[src/rtl/word_access_seq.sv]
// Word-to-byte access sequencer: runs four big-endian byte accesses to a byte-wide
// registered-address RAM for one 32-bit read or write, then pulses done.
module word_access_seq #(
  parameter int ADDR_W = 8
) (
  input  logic              clk,
  input  logic              rst_n,
  input  logic              req,
  input  logic              we,
  input  logic [ADDR_W-1:0] addr,
  input  logic [31:0]       wdata,
  output logic              busy,
  output logic              done,
  output logic [31:0]       rdata,
  output logic [ADDR_W-1:0] mem_addr,
  output logic              mem_we,
  output logic [7:0]        mem_wdata,
  input  logic [7:0]        mem_rdata
);

  typedef enum logic [1:0] {IDLE = 2'd0, ACCESS = 2'd1, TAIL = 2'd2, DONE = 2'd3} state_t;

  state_t            state_r, state_s;
  logic [1:0]        idx_r, idx_s;
  logic [ADDR_W-1:0] base_r, base_s;
  logic              we_r, we_s;
  logic [31:0]       wd_r, wd_s;
  logic [31:0]       shadow_r, shadow_s;
  logic [31:0]       rdata_r, rdata_s;
  logic              busy_r, busy_s;
  logic              done_r, done_s;
  logic [ADDR_W-1:0] mem_addr_r, mem_addr_s;
  logic              mem_we_r, mem_we_s;
  logic [7:0]        mem_wdata_r, mem_wdata_s;

  // Byte index 0 is the most significant byte of the word.
  function automatic logic [7:0] get_byte(input logic [31:0] w, input logic [1:0] i);
    case (i)
      2'd0:    return w[31:24];
      2'd1:    return w[23:16];
      2'd2:    return w[15:8];
      default: return w[7:0];
    endcase
  endfunction

  function automatic logic [31:0] put_byte(input logic [31:0] w, input logic [1:0] i,
                                           input logic [7:0] b);
    logic [31:0] r;
    r = w;
    case (i)
      2'd0:    r[31:24] = b;
      2'd1:    r[23:16] = b;
      2'd2:    r[15:8]  = b;
      default: r[7:0]   = b;
    endcase
    return r;
  endfunction

  // Next-state and request capture.
  always_comb begin
    state_s = state_r;
    idx_s   = idx_r;
    base_s  = base_r;
    we_s    = we_r;
    wd_s    = wd_r;
    case (state_r)
      IDLE: begin
        if (req) begin
          state_s = ACCESS;
          idx_s   = 2'd0;
          base_s  = addr;
          we_s    = we;
          wd_s    = wdata;
        end else begin
          state_s = IDLE;
        end
      end
      ACCESS: begin
        idx_s = idx_r + 2'd1;
        if (idx_r == 2'd3) begin
          state_s = TAIL;
        end else begin
          state_s = ACCESS;
        end
      end
      TAIL:    state_s = DONE;
      DONE:    state_s = IDLE;
      default: state_s = IDLE;
    endcase
  end

  // Read data arrives one cycle after its address, so byte k lands while idx=k+1
  // (or in TAIL for the last byte); the last byte bypasses into rdata directly.
  always_comb begin
    shadow_s = shadow_r;
    rdata_s  = rdata_r;
    if (!we_r && (state_r == ACCESS) && (idx_r != 2'd0)) begin
      shadow_s = put_byte(shadow_r, idx_r - 2'd1, mem_rdata);
    end else if (!we_r && (state_r == TAIL)) begin
      shadow_s = put_byte(shadow_r, 2'd3, mem_rdata);
      rdata_s  = {shadow_r[31:8], mem_rdata};
    end else begin
      shadow_s = shadow_r;
    end
  end

  // Outputs are decoded from the next state so they can be registered.
  always_comb begin
    busy_s = (state_s != IDLE);
    done_s = (state_s == DONE);
    if (state_s == ACCESS) begin
      mem_addr_s  = base_s + {{(ADDR_W-2){1'b0}}, idx_s};
      mem_we_s    = we_s;
      mem_wdata_s = we_s ? get_byte(wd_s, idx_s) : 8'h00;
    end else begin
      mem_addr_s  = base_s;
      mem_we_s    = 1'b0;
      mem_wdata_s = 8'h00;
    end
  end

  // State and output registers with synchronous active-low reset.
  always_ff @(posedge clk) begin
    if (!rst_n) begin
      state_r     <= IDLE;
      idx_r       <= 2'd0;
      base_r      <= {ADDR_W{1'b0}};
      we_r        <= 1'b0;
      wd_r        <= 32'h0000_0000;
      shadow_r    <= 32'h0000_0000;
      rdata_r     <= 32'h0000_0000;
      busy_r      <= 1'b0;
      done_r      <= 1'b0;
      mem_addr_r  <= {ADDR_W{1'b0}};
      mem_we_r    <= 1'b0;
      mem_wdata_r <= 8'h00;
    end else begin
      state_r     <= state_s;
      idx_r       <= idx_s;
      base_r      <= base_s;
      we_r        <= we_s;
      wd_r        <= wd_s;
      shadow_r    <= shadow_s;
      rdata_r     <= rdata_s;
      busy_r      <= busy_s;
      done_r      <= done_s;
      mem_addr_r  <= mem_addr_s;
      mem_we_r    <= mem_we_s;
      mem_wdata_r <= mem_wdata_s;
    end
  end

  assign busy      = busy_r;
  assign done      = done_r;
  assign rdata     = rdata_r;
  assign mem_addr  = mem_addr_r;
  assign mem_we    = mem_we_r;
  assign mem_wdata = mem_wdata_r;

endmodule

[config.mk]
export PLATFORM = sky130hd
export DESIGN_NAME = word_access_seq
export DESIGN_NICKNAME = d
export VERILOG_FILES = /design/src/rtl/word_access_seq.sv
export SDC_FILE = /design/constraint.sdc
export NUM_CORES = 1
export LEC_CHECK = 0
export BUFFER_PORTS_ARGS = -buffer_cell sky130_fd_sc_hd__buf_2
export CAP_MARGIN = 15
export CORE_ASPECT_RATIO = 0.8
export CORE_UTILIZATION = 40
export CTS_CLUSTER_DIAMETER = 30
export DETAILED_ROUTE_END_ITERATION = 8
export SYNTH_ARGS = -nofsm -noshare
export SYNTH_HDL_FRONTEND = slang
export SYNTH_SLANG_ARGS = --single-unit
[constraint.sdc]
create_clock -name clk -period 5.09 [get_ports clk]
set_input_delay 1.018 -clock clk [delete_from_list [all_inputs] [get_ports clk]]
set_output_delay 1.018 -clock clk [all_outputs]
set_load 0.05 [all_outputs]
---- Word-level counts from Yosys, hierarchy flattened ----
Cells that the tools add are included.
operators by class
  eq/ne operators ......................... 10
  reductions and logical operators ........ 16
  add/sub/neg operators ................... 3
  bitwise gates (word level) .............. 1
  muxes and demuxes ....................... 19
operators by type and width
  operator                                             number
  2-to-1 mux 32 bit                                    3
  2-to-1 mux 8 bit                                     8
  case mux 8 bit (3 select lines)                      1
  equality test 2 bit, second input constant           6
  AND reduction 2 bit                                  5
  adder 8 x 2 -> 8 bit                                 1
  equality test 2 x 1 -> 1 bit, second input constant  4
  case mux 2 bit (4 select lines)                      1
  logical NOT 2 bit                                    3
  2-to-1 mux 2 bit                                     2
  case mux 2 bit (2 select lines)                      1
  nonzero test 2 bit                                   2
  logical AND 1 bit                                    3
  2-to-1 mux 1 bit                                     3
  AND reduction 3 bit                                  1
  OR reduction 3 bit                                   1
  adder 2 x 1 -> 2 bit, second input constant          1
  subtractor 2 x 1 -> 2 bit, second input constant     1
  logical NOT 1 bit                                    1
  NOT 1 bit                                            1
word-level totals
  word-level logic and storage cells ...... 63
  register bits after elaboration ......... 120
  input bits .............................. 52

---- Depth between registers and ports, before layout ----
  depth in word-level cells ............... 5
  depth in mapped cells ................... 12
  mapped depth without buffers ............ 9

---- Least setup slack after synthesis ----
No wires, ideal clock.
  path type ............................... input -> register
  start ................................... input req
  end ..................................... register mem_addr_r[5], in the netlist mem_addr[5]
  path buffers ............................ 2
  arrival ................................. 2.752 ns
  library setup time ...................... 0.133 ns
  path slack .............................. 2.206 ns
  stages on the path ...................... 11
  cells stage by stage .................... nor3b_2 -> buf_4 -> buf_6 -> mux2i_1 -> inv_1 -> ha_1 -> a21oi_1 -> a211oi_1 -> nand2_1 -> o21ai_0 -> o31ai_1
on the way
  cells in the longest elaborated chain, start to end .. 4
RTL lines
  element               line  RTL
  from (decl)           8     input logic req,
  2-to-1 mux 8 bit      68    if (req) begin
  2-to-1 mux 8 bit      66    case (state_r)
  via base_s[1]         25    logic [ADDR_W-1:0] base_r, base_s;
  adder 8 x 2 -> 8 bit  112   mem_addr_s = base_s + {{(ADDR_W-2){1'b0}}, idx_s};
  2-to-1 mux 8 bit      111   if (state_s == ACCESS) begin
  to (signal assigned)  134   mem_addr_r <= {ADDR_W{1'b0}};
  to (signal assigned)  147   mem_addr_r <= mem_addr_s;
  to (decl)             32    logic [ADDR_W-1:0] mem_addr_r, mem_addr_s;
The timed path passes the listed nets, and every way through them passes these cells.
A chain may end at the register's enable or synchronous reset.

---- Worst setup path after layout ----
Ends and elaborated chain as after synthesis.

==> impl_metrics.env <==
export IMPL_outcome="finished clean"
export IMPL_critPathRequiredTime_ps=5360
export IMPL_nNetsFinal=670
export IMPL_vias=3828
export IMPL_grt_setup_unrepaired="no"
export IMPL_detailed_place_hpwl_um=7687
export IMPL_final_hold_viol_count=0
export IMPL_hold_slack_ps=447.4
export IMPL_count_of_hold_fix_buffers_inserted_at_cts=0
export IMPL_power_density_nw_per_um2=416.5
export IMPL_placementRows=34
export IMPL_place_port_buffers=102
export IMPL_switching_share=0.2196
export IMPL_track_usage=0.1945
export IMPL_drt_first_iter_violations=231
export IMPL_crit_arrival_ps=2900
export IMPL_net_switching_power_mw=0.5329
export IMPL_synth_distinct_cells=40
export IMPL_ff2ff_setup_slack_ps=2550
export IMPL_r2r_cells=9
export IMPL_setup_tns_final_ps=0
export IMPL_timing_final_max_slew_violations=0
export IMPL_final_instance_count_excl_fill=768
export IMPL_period_minus_slack_ps=2627
export IMPL_synth_enable_flop_cells=0
export IMPL_final_cell_mix="120 x dfxtp_1, 106 x nand2_1, 102 x buf_2, 63 x a21oi_1, 59 x nor2_1"
export IMPL_start_util=0.4183
export IMPL_seq_power_share=0.406
export IMPL_finalClockSkew_ps=9.367
export IMPL_relative_area_change_from_synthesis_to_final_layout_pct=25.46
export IMPL_syn_instance_count=519
export IMPL_overflow_left_after_global_routing=0
export IMPL_worst_margin_slew_ps=921.6
export IMPL_finalSetupViolations=0
export IMPL_die_w_um=122.5
export IMPL_fin_crit_sh=0.5161
export IMPL_async_flop_share=0
export IMPL_tritoncts="done"
export IMPL_cts_resized_gates=0
export IMPL_rr_startpoint="idx_r[0]$_SDFF_PN0_"
export IMPL_cp_max_fo=5
export IMPL_remaining_drc_errors=0
export IMPL_post_route_cells_drive_above_1_share=0.2299
export IMPL_layout_commonest_cell="dfxtp_1"
export IMPL_clock_latency_ps=400
export IMPL_cap_viol_max_count=0
export IMPL_final_antenna_net_count=0
export IMPL_clkSinkCount=120
export IMPL_combPwrFrac=0.080
export IMPL_number_of_antenna_violations_at_the_first_check_in_global_routing=0
export IMPL_ys_warnings=0
export IMPL_cts_setup_buffers=0
export IMPL_vias_per_cell=4.984
export IMPL_clock_root_buffer_master="clkbuf_16"
export IMPL_hold_class="register to register"
export IMPL_synth_seq_area_share=0.5172
export IMPL_total_power_mw=2.427
export IMPL_worstSetupStartpointType="primary input"
export IMPL_via_count_of_the_first_global_routing_pass=3599
export IMPL_nFillCells=1057
export IMPL_largest_family_of_logic_cells_by_synthesized_area="simple AND/OR/NAND/NOR gates"
export IMPL_cts_max_level=4
export IMPL_gp_congestion=0.8388
export IMPL_die_area_um2=12050
export IMPL_yosys_area_share_xor_xnor=0.007543
export IMPL_worst_slew_margin_rel=0.3850
export IMPL_grt_first_pass_wirelength_um=17980
export IMPL_drt_first_pass_iters=4
export IMPL_endpoint_kind="register"
export IMPL_die_height_um=98.38
export IMPL_synth_mux_area_frac=0.09267
export IMPL_grt_max_degree=58
export IMPL_maxClockFrequency_mhz=380.7
export IMPL_syn_avg_cell_area_um2=8.949
export IMPL_netlist_area_um2=4644
export IMPL_worst_setup_hold_path_clk_slew_ps=50
export IMPL_share_of_synthesized_cell_area_in_and_or_nand_and_nor_gates=0.1945
export IMPL_cellLeakagePower_nw=2.476
export IMPL_clockBufferDepth=2
export IMPL_pwr_share_clk=0.515
export IMPL_number_of_placed_instances_with_taps_included=734
export IMPL_timing_worst_setup_path_type="primary input to register"
export IMPL_ir_drop_uv=251.8
export IMPL_route_final_wire_length_um=11210
export IMPL_holdPathEnd="rdata[7]$_SDFFE_PN0P_"
export IMPL_synth_compound_area_frac=0.1223
export IMPL_number_of_register_bits_inferred_by_synthesis=120
export IMPL_synth_top_flop_cell="dfxtp_1"
export IMPL_holdCritStartpoint="rdata[7]$_SDFFE_PN0P_"
export IMPL_route_detailed_wl_per_inst_um=14.59
export IMPL_synth_adder_area_share=0.02317
export IMPL_r2r_end="mem_addr[5]$_SDFF_PN0_"
export IMPL_internal_power_mw=1.894
export IMPL_design_portCount=103
export IMPL_holdPathStages=2
export IMPL_cts_inserted_buffers=17
export IMPL_design_core_area_um2=11100
export IMPL_synthesis_nets=579
==> layer usage <==
layer / up-vias / routed length [µm] / global-route usage / share of wire
met1: 1780 / 5338 / 0.2637 / 0.48
met2: 95 / 4968 / 0.2805 / 0.44
met5: - / 0 / 0 / 0
li1: 1946 / - / - / -
met4: 0 / 79 / 0.08443 / 0.0070
met3: 7 / 820 / 0.06308 / 0.073
==> area by class of cell <==
type	count	area (µm²)	area share
Sequential cell	120	2402	0.4123
Multi-Input combinational cell	360	2053	0.3524
Timing Repair Buffer	105	540.5	0.09276
Clock buffer	24	481.7	0.08267
Tap cell	144	180.2	0.03092
Clock inverter	7	141.4	0.02426
Inverter	6	22.52	0.003865
Antenna cell	2	5.005	0.0008589
==> synthesized netlist by cell type (5+ instances only) <==
master	instances	area, µm²
inv_1	5	18.77
a21oi_1	63	315.3
nand3_1	28	140.1
nand2_1	106	397.9
clkbuf_1	18	67.56
mux2i_1	43	430.4
nor2_1	60	225.2
ha_1	7	87.58
o311a_1	8	80.08
o22ai_1	8	50.05
dfxtp_1	120	2402
buf_2	8	40.04
==> kinds of logic after synthesis <==
logic type,after synthesis
simple gates,212
flops,120
compound gates,93
mux,43
buf+inv,39
fa+ha+maj,8
xor+xnor,4
==> worst max path at each step <==
stage	from	endpoint	cells past startpoint
final	req	mem_addr[5]$_SDFF_PN0_	10
after global routing	idx_r[0]$_SDFF_PN0_	shadow_r[28]$_SDFFE_PN0P_	6
after CTS	req	mem_addr[5]$_SDFF_PN0_	10
after detailed placement	req	mem_addr[5]$_SDFF_PN0_	10
after global placement	req	mem_addr[7]$_SDFF_PN0_	10
after floorplan	req	mem_addr[5]$_SDFF_PN0_	11
==> through the flow <==
stage	setup slack [ps]	cell area [µm²]	util
2_1_floorplan	2206	4644	-
3_3_place_gp	2131	5184	0.4669
3_5_place_dp	2007	5184	0.4669
4_1_cts	2449	5807	0.5230
5_1_grt	2270	5822	0.5243
6_report	2463	5827	0.5248
==> power groups by stage <==
stage | sequential, mW | clock, mW | combinational (mW)
after floorplan | 1.02 | 0 | 0.116
after detailed placement | 1.00 | 0 | 0.194
after global routing | 0.986 | 1.32 | 0.211
after global placement | 1.00 | 0 | 0.190
after CTS | 0.984 | 1.28 | 0.194
final | 0.984 | 1.25 | 0.193
==> sequential cells by signal, summed over array words and instances, names as in the netlist <==
signal,count
mem_wdata,8
base_r,8
we_r,1
done,1
shadow_r,24
state_r,2
mem_addr,8
wd_r,32
busy,1
mem_we,1
rdata,32
idx_r,2
==> critical path, stage by stage <==
cell and delay [ps]:
buf_2 130, nor3b_4 280, mux2i_1 330, inv_1 130, ha_1 290, a21oi_1 50, a211oi_1 300, nand2_1 130
o21ai_0 160, o31ai_1 90
Power figures use the tool's default switching activity.
